===== config.mk =====
export PLATFORM = sky130hd
export DESIGN_NAME = xip_fetch_arbiter
export DESIGN_NICKNAME = d
export VERILOG_FILES = /design/src/rtl/xip_fetch_arbiter.sv
export SDC_FILE = /design/constraint.sdc
export NUM_CORES = 1
export LEC_CHECK = 0
export CAP_MARGIN = 10
export CORE_AREA = 2 2 102 114
export CTS_CLUSTER_SIZE = 16
export DETAILED_ROUTE_END_ITERATION = 12
export DIE_AREA = 0 0 104 116
export GPL_TIMING_DRIVEN = 0
export PLACE_DENSITY = 0.85
export SYNTH_ARGS = -nofsm -noshare
export SYNTH_HDL_FRONTEND = slang
export SYNTH_SLANG_ARGS = --single-unit

===== constraint.sdc =====
create_clock -name HCLK -period 6.85 [get_ports HCLK]
set_input_delay 1.37 -clock HCLK [delete_from_list [all_inputs] [get_ports HCLK]]
set_output_delay 1.37 -clock HCLK [all_outputs]
set_load 0.005 [all_outputs]

===== src/rtl/xip_fetch_arbiter.sv =====
// xip_fetch_arbiter: shares one QPI XIP flash read port between an instruction
// fetch requester (m0, high priority) and a data load requester (m1, low
// priority with starvation protection). One command is latched and issued at a
// time; returned beats are registered and steered to the owning requester.
module xip_fetch_arbiter #(
   parameter int unsigned ADDR_W     = 24,
   parameter int unsigned BEAT_W     = 4,
   parameter int unsigned STARVE_LIM = 4
) (
   input  logic              HCLK,
   input  logic              HRESET,
   input  logic              m0_req,
   input  logic [ADDR_W-1:0] m0_addr,
   input  logic [2:0]        m0_size,
   input  logic [BEAT_W-1:0] m0_beats,
   output logic              m0_gnt,
   output logic              m0_rvalid,
   output logic              m0_rlast,
   input  logic              m1_req,
   input  logic [ADDR_W-1:0] m1_addr,
   input  logic [2:0]        m1_size,
   input  logic [BEAT_W-1:0] m1_beats,
   output logic              m1_gnt,
   output logic              m1_rvalid,
   output logic              m1_rlast,
   output logic [63:0]       rdata,
   input  logic              x_ready,
   output logic              x_req,
   output logic [ADDR_W-1:0] x_addr,
   output logic [2:0]        x_size,
   output logic [BEAT_W-1:0] x_beats,
   input  logic              x_ack,
   input  logic              x_rvalid,
   input  logic [63:0]       x_rdata,
   output logic              err
);

   localparam int unsigned SW = $clog2(STARVE_LIM + 1);
   localparam logic [SW-1:0] LIM = SW'(STARVE_LIM);

   localparam logic [1:0] S_IDLE  = 2'd0;
   localparam logic [1:0] S_ISSUE = 2'd1;
   localparam logic [1:0] S_DATA  = 2'd2;

   logic [1:0]        state_q,    state_d;
   logic              owner_q,    owner_d;
   logic [ADDR_W-1:0] addr_q,     addr_d;
   logic [2:0]        size_q,     size_d;
   logic [BEAT_W-1:0] beats_q,    beats_d;
   logic [SW-1:0]     starve_q,   starve_d;
   logic [BEAT_W-1:0] beat_cnt_q, beat_cnt_d;
   logic [63:0]       rdata_q,    rdata_d;
   logic              gnt0_q,     gnt0_d;
   logic              gnt1_q,     gnt1_d;
   logic              rv0_q,      rv0_d;
   logic              rv1_q,      rv1_d;
   logic              rl0_q,      rl0_d;
   logic              rl1_q,      rl1_d;
   logic              err_q,      err_d;
   logic              pick1;

   // Next-state: arbitration in IDLE, command handshake in ISSUE, beat steering in DATA.
   always_comb begin
      state_d    = state_q;
      owner_d    = owner_q;
      addr_d     = addr_q;
      size_d     = size_q;
      beats_d    = beats_q;
      starve_d   = starve_q;
      beat_cnt_d = beat_cnt_q;
      rdata_d    = rdata_q;
      gnt0_d     = 1'b0;
      gnt1_d     = 1'b0;
      rv0_d      = 1'b0;
      rv1_d      = 1'b0;
      rl0_d      = 1'b0;
      rl1_d      = 1'b0;
      pick1      = 1'b0;
      // A beat outside DATA has no owner: it is flagged and dropped.
      err_d      = err_q | (x_rvalid & (state_q != S_DATA));
      case (state_q)
         S_IDLE: begin
            if (!m1_req) begin
               starve_d = '0;
            end
            if (x_ready && (m0_req || m1_req)) begin
               pick1   = !m0_req || (m1_req && (starve_q == LIM));
               owner_d = pick1;
               addr_d  = pick1 ? m1_addr : m0_addr;
               size_d  = pick1 ? m1_size : m0_size;
               // Sub-64-bit sizes are always a single beat.
               if ((pick1 ? m1_size : m0_size) == 3'd3) begin
                  beats_d = pick1 ? m1_beats : m0_beats;
               end else begin
                  beats_d = '0;
               end
               if (pick1) begin
                  gnt1_d   = 1'b1;
                  starve_d = '0;
               end else begin
                  gnt0_d = 1'b1;
                  if (m1_req && (starve_q != LIM)) begin
                     starve_d = starve_q + SW'(1);
                  end
               end
               state_d = S_ISSUE;
            end
         end
         S_ISSUE: begin
            if (x_ack) begin
               beat_cnt_d = '0;
               state_d    = S_DATA;
            end
         end
         S_DATA: begin
            if (x_rvalid) begin
               rdata_d    = x_rdata;
               beat_cnt_d = beat_cnt_q + BEAT_W'(1);
               rv0_d      = !owner_q;
               rv1_d      = owner_q;
               if (beat_cnt_q == beats_q) begin
                  rl0_d   = !owner_q;
                  rl1_d   = owner_q;
                  state_d = S_IDLE;
               end
            end
         end
         default: state_d = S_IDLE;
      endcase
   end

   // State and output registers; reset abandons any outstanding command.
   always_ff @(posedge HCLK or posedge HRESET) begin
      if (HRESET) begin
         state_q    <= S_IDLE;
         owner_q    <= 1'b0;
         addr_q     <= '0;
         size_q     <= '0;
         beats_q    <= '0;
         starve_q   <= '0;
         beat_cnt_q <= '0;
         rdata_q    <= '0;
         gnt0_q     <= 1'b0;
         gnt1_q     <= 1'b0;
         rv0_q      <= 1'b0;
         rv1_q      <= 1'b0;
         rl0_q      <= 1'b0;
         rl1_q      <= 1'b0;
         err_q      <= 1'b0;
      end else begin
         state_q    <= state_d;
         owner_q    <= owner_d;
         addr_q     <= addr_d;
         size_q     <= size_d;
         beats_q    <= beats_d;
         starve_q   <= starve_d;
         beat_cnt_q <= beat_cnt_d;
         rdata_q    <= rdata_d;
         gnt0_q     <= gnt0_d;
         gnt1_q     <= gnt1_d;
         rv0_q      <= rv0_d;
         rv1_q      <= rv1_d;
         rl0_q      <= rl0_d;
         rl1_q      <= rl1_d;
         err_q      <= err_d;
      end
   end

   assign m0_gnt    = gnt0_q;
   assign m1_gnt    = gnt1_q;
   assign m0_rvalid = rv0_q;
   assign m1_rvalid = rv1_q;
   assign m0_rlast  = rl0_q;
   assign m1_rlast  = rl1_q;
   assign rdata     = rdata_q;
   assign x_req     = (state_q == S_ISSUE);
   assign x_addr    = addr_q;
   assign x_size    = size_q;
   assign x_beats   = beats_q;
   assign err       = err_q;

endmodule


==> metrics, run 1 <==
Syn Area/Cell 8.91 µm²; gr ovfl total 0; library cells used by synthesis 31; Crit path max-delay family buffers and inverters; Starting Density 42.7%; setup tns final 0 ns; worst slew pin tran 0.780 ns; CP max FO 7; sequential cell area fraction in the yosys report 60.7%; first-pass GRT wire length 22.2 mm; Clock Skew 0.00689 ns; hold_ws 0.444 ns; I/O Buffers roughly 240; Die H ~120 µm; WP data required 5.48 ns; fmax about 330 MHz; CTS clock-pin slew for the worst setup and hold paths 0.07 ns; WL final 13.5 mm; final setup fails 0; Max-cap violations 0; die width 104 µm; clock tree from TritonCTS done; CTS Hold Bufs 0; Post-synth EDFFs 0; Antenna Cells 0; Worst Hold Path EP m0_rvalid$_DFF_PP0_; Synth Cell Area 4620 µm²; Critical Path AT 1.70 ns; Hold Path Class flip-flop to flip-flop; yosys warns 0; DP Wirelength 10.5 mm; Seq cells post-synth about 110; leakage approximately 0.0035 µW; R2R cell count 8; critical path endpoint category primary output; initial antenna violation count 0; Crit Path Class flip-flop to primary output; CTS Buf Count 9; run status finished clean; internal reg-to-reg setup slack 5.20 ns; CP Cell Sequence nor2b_1, clkdlybuf4s50_1; Layout area overhead 63.0%; pin count of the biggest net entering global routing 63; Fin. Hold Viols 0; Post-Route Utilization 69.6%; # DRC 0; hold depth 1; Initial DRC Count 142; Mapped Nets 654; min Tclk post-route 3.07 ns; Bufs and invs on worst path 1; CP startpoint state_q[0]$_DFFE_PP0P_; cells after synthesis 518; fraction of layout cells with a size suffix above 1 5.21%; row cnt 40; clock sink total roughly 110; RR Startpoint starve_q[0]$_DFFE_PP0P_; PwrDens 387 nW/µm²; TritonRoute pass-1 iters 4; max incr delay on CP approximately 0.6 ns; post-route ant nets 0; post-DR wirelength/cell 14.7 µm; die area 12,100 µm²; Worst path slowest cell clkdlybuf4s50_1; gp weighted congestion 0.851; async set or reset register ratio after synthesis 100%; nets@finish 901; top-count cell post-synth nand2_1; RSZ-0062 raised after global routing false; Via Count 4,457; HP Start owner_q$_DFFE_PP0P_; vias in the first global route 4,668; most frequent cells after synthesis nand2_1, dfrtp_1, nor2_1; Startpoint Class flip-flop; Tcrit/Tclk final 44.9%; post-synth top area share 60.7%; core area 10,800 µm²; Final Max Tran Viols 0; Max VDD drop 0.000183 V; I/O pin count roughly 240; total power 2910 µW; Yosys top cell by area dfrtp_1; CTS max path bufs 2; reg-to-reg critical path endpoint x_beats[0]$_DFFE_PP0P_; number of H-tree levels 3; post-DR vias/cell 4.87; post-CTS sizing 0; overall global routing resource usage a little under a quarter; slew margin rel. 48.0%; latest clock arrival within the worst-skew pair between 0.3 and 0.4 ns; Synth area leaders dfrtp_1, nand2_1, a31oi_1; Synth Flop Type dfrtp_1; post-CTS setup buffer count 0; CTS Root Cell clkbuf_16
-- worst max path at each step --
stage	end	slack [ns]	cells past startpoint
CTS	x_req	3.77	2
global route	x_req	3.66	2
floorplan	beat_cnt_q[0]$_DFFE_PP0P_	2.52	1
finish	x_req	3.78	2
detailed placement	rdata[4]$_DFFE_PP0P_	3.91	6
global placement	rdata[6]$_DFFE_PP0P_	1.02	2
-- cell usage in the layout (no fill, tap or decap), types with 2 or more instances in the layout --
master           instances
a21o_1                   2
a21oi_1                  5
a31oi_1                 31
and2_1                   3
buf_2                   15
buf_4                    5
buf_6                    3
bufinv_16                3
clkbuf_1                 5
clkbuf_16                9
clkbuf_8                 2
clkdlybuf4s50_1        235
dfrtp_1                112
ha_1                     3
inv_1                    5
nand2_1                255
nand3_1                 10
nor2_1                  38
nor2b_1                  2
o21ai_0                  3
xor2_1                   6
-- cells by family (layout without fill, tap and decap cells) --
kind of cell | Yosys count | after routing | synth area share [%]
AO/OA/AOI/OAI | 49 | 49 | 6.80
XOR/XNOR | 6 | 6 | 1.14
adder cells (fa/ha/maj) | 3 | 3 | 0.813
flip-flops | 112 | 112 | 60.7
buffers and inverters | 34 | 284 | 4.07
AND/OR/NAND/NOR | 314 | 314 | 26.5
-- per-stage QoR --
stage               setup slack (ns)  cells  cell area [µm²]
finish                          3.78    915             7530
global route                    3.66    915             7530
CTS                             3.77    915             7530
detailed placement              3.91    901             7180
global placement                1.02    900             7150
floorplan                       2.52    518             4620
-- cell type report --
type                       instances  area (µm²)
multi-input combinational        372        1630
tap                              147         184
clock inverter                     3        90.1
sequential                       112        2800
fill                             820        3280
clock buffer                      11         253
timing repair buffer             236        2380
buffer                            28         165
inverter                           6        25.0
-- metal layers --
layer	global-route usage [%]	part of all wire, %	routed length (µm)
met1	25.2	37	4980
met2	41.8	52	7010
met3	6.97	8.6	1160
met4	9.55	2.3	307
met5	0	0	0
-- sequential cells by signal, summed over array words and instances, names as in the netlist, 2 cells and up --
signal	cells
state_q	2
beat_cnt_q	4
x_beats	4
rdata	64
x_addr	24
starve_q	3
x_size	3
-- where the power goes --
part / switching, µW / leakage (µW) / internal, µW / total (µW)
clock: 220 / 0.000168 / 373 / 593
sequential: 172 / 0.00137 / 947 / 1120
combinational: 489 / 0.00198 / 708 / 1200
Note: power is estimated with default switching activity, not from simulation.
==> run 2: changes to the inputs <==
--- a/config.mk
+++ b/config.mk
@@ -6,12 +6,12 @@
 export NUM_CORES = 1
 export LEC_CHECK = 0
 export CAP_MARGIN = 10
-export CORE_AREA = 2 2 102 114
+export CORE_AREA = 2 2 106 118
 export CTS_CLUSTER_SIZE = 16
 export DETAILED_ROUTE_END_ITERATION = 12
-export DIE_AREA = 0 0 104 116
+export DIE_AREA = 0 0 108 120
 export GPL_TIMING_DRIVEN = 0
-export PLACE_DENSITY = 0.85
+export PLACE_DENSITY = 0.79
 export SYNTH_ARGS = -nofsm -noshare
 export SYNTH_HDL_FRONTEND = slang
 export SYNTH_SLANG_ARGS = --single-unit
==> constraint.sdc (replaced) <==
create_clock -name HCLK -period 2.9 [get_ports HCLK]
set_input_delay 0.58 -clock HCLK [delete_from_list [all_inputs] [get_ports HCLK]]
set_output_delay 0.58 -clock HCLK [all_outputs]
set_load 0.005 [all_outputs]
==> run 2 against run 1 <==
Compared with the run above:
- sequential power increased by 140%
- register-to-register slack got worse by 3.9 ns
- hold slack got worse by 0.0022 ns
- sequential share of layout area decreased by 0.12 points
- global-route usage decreased by 1.9 points
- clock-buffer cell count decreased by 2
- critical path type unchanged
- clock skew about the same
- first-iteration DRC count increased by 60%
==> metrics, run 2 (synthesis results as in run 1) <==
Die H 120 µm; Worst path slowest cell clkdlybuf4s50_1; leakage about 0.0035 µW; I/O pin count 236; most common cell after layout, fill and taps aside nand2_1; I/O Buffers around 240; CTS Hold Bufs 0; slew margin rel. about 47%; PwrDens 910 nW/µm²; Starting Density 39.0%; post-DR wirelength/cell 14.5 µm; max reg flops 64; wl on met1 approximately 5.2 mm; post-CTS sizing 0; CP max FO 7; CP Cell Sequence nor2b_1, clkdlybuf4s50_1; # DRC 0; final setup fails 0; placed cell area 7210 µm²; vias in the first global route 4,479; post-DR vias/cell 4.80; RSZ-0062 raised after global routing false; metal2 WL 6.59 mm; Crit path max-delay family buffers and inverters; Initial DRC Count approximately 230; initial antenna violation count 0; Final WS setup 0.631 ns; number of H-tree levels 3; overall global routing resource usage approximately a fifth; gp weighted congestion 0.785; core area ~12,000 µm²; nets@finish 902; min Tclk post-route approximately 2.3 ns; Max-cap violations 0; WP data required 2.32 ns; routed wl met3 1.31 mm; row cnt 42; die area approximately 13,000 µm²; total power 6870 µW; CTS max path bufs 2; Top Layer Used met4; Hold Path Class flip-flop to flip-flop; Crit Path Class flip-flop to primary output; critical path endpoint category primary output; Post-Layout Cell Count ~930; clock tree from TritonCTS done; CTS Root Cell clkbuf_16; Final Max Tran Viols 0; Max VDD drop 0.000468 V; first-pass GRT wire length 21.4 mm; max incr delay on CP 0.60 ns; CTS Buf Count 9; latest clock arrival within the worst-skew pair 0.34 ns; Critical Path AT between 1.5 and 2 ns; post-CTS setup buffer count 0; design area 7550 µm²; die width 108 µm; post-route ant nets 0; TritonRoute pass-1 iters 4; Via Count between 4,000 and 5,000; WL final 13.4 mm; fraction of layout cells with a size suffix above 1 5.58%; fmax 441 MHz; Startpoint Class flip-flop; Bufs and invs on worst path 1; run status finished clean; Fin. Hold Viols 0; Clock Skew roughly 0.0066 ns; clock sink total 112; Layout area overhead 63.6%; DP Wirelength 10.4 mm; placed cells just over 900; Antenna Cells 0; most frequent cells in the layout nand2_1, clkdlybuf4s50_1, dfrtp_1, nor2_1, a31oi_1; CTS clock-pin slew for the worst setup and hold paths 0.07 ns; gr ovfl total 0; worst slew pin tran between 0.7 and 0.8 ns; pin count of the biggest net entering global routing 43; Tcrit/Tclk final 78.3%; pre-CTS setup slack 0.703 ns
run 2: cell type report:
cell class	instances	area [µm²]
plain buffers	28	165
clock buffers	9	225
clock inverters	7	120
fillers	978	4270
inverters	6	26.3
multi-input cells	372	1630
flip-flops and latches	112	2800
well taps	154	193
repair buffers	237	2390
run 2: metal layers:
metal,GRT usage (%),vias up
met1,23.4,2083
li1,-,2142
met2,36.4,193
met3,6.95,26
met5,0,-
met4,9.29,0
run 2: path summary, 6_finish.rpt:
kind	from	end	slack, ns	depth (start not counted)
worst min register to register	owner_q$_DFFE_PP0P_	m0_rvalid$_DFF_PP0_	0.44	1
max in group asynchronous	HRESET	rdata[46]$_DFFE_PP0P_	1.25	4
worst max-delay path	state_q[0]$_DFFE_PP0P_	x_req	0.63	2
min in group asynchronous	HRESET	rdata[11]$_DFFE_PP0P_	0.71	2
worst min-delay path	owner_q$_DFFE_PP0P_	m0_rvalid$_DFF_PP0_	0.44	1
worst max register to register	starve_q[0]$_DFFE_PP0P_	x_addr[10]$_DFFE_PP0P_	1.28	8
run 2: through the flow:
stage	utilization, %	setup TNS (ns)	hold WS [ns]
after floorplan	-	0	0.411
after global placement	60.6	-7.22	0.428
after detailed placement	60.9	0	0.432
after CTS	63.9	0	0.445
after global routing	63.9	0	0.466
final	63.9	0	0.442
run 2: power breakdown:
group | internal [µW] | switching, µW
Combinational | 1670 | 1140
Clock | 846 | 567
Sequential | 2240 | 411
==> run 3: changes to the inputs <==
==> constraint.sdc (replaced) <==
create_clock -name HCLK -period 2.3 [get_ports HCLK]
set_input_delay 0.46 -clock HCLK [delete_from_list [all_inputs] [get_ports HCLK]]
set_output_delay 0.46 -clock HCLK [all_outputs]
set_load 0.005 [all_outputs]
==> results of run 3 <==
Same layout as run 2 (identical final DEF). Status: finished clean.
Among the figures that moved: setup slack after placement 0.703 ns -> 0.223 ns; setup slack after layout 0.631 ns -> 0.151 ns; register-to-register setup slack 1.28 ns -> 0.68 ns; total power 6870 µW -> 8660 µW; worst IR drop on VDD 0.000468 V -> 0.000589 V
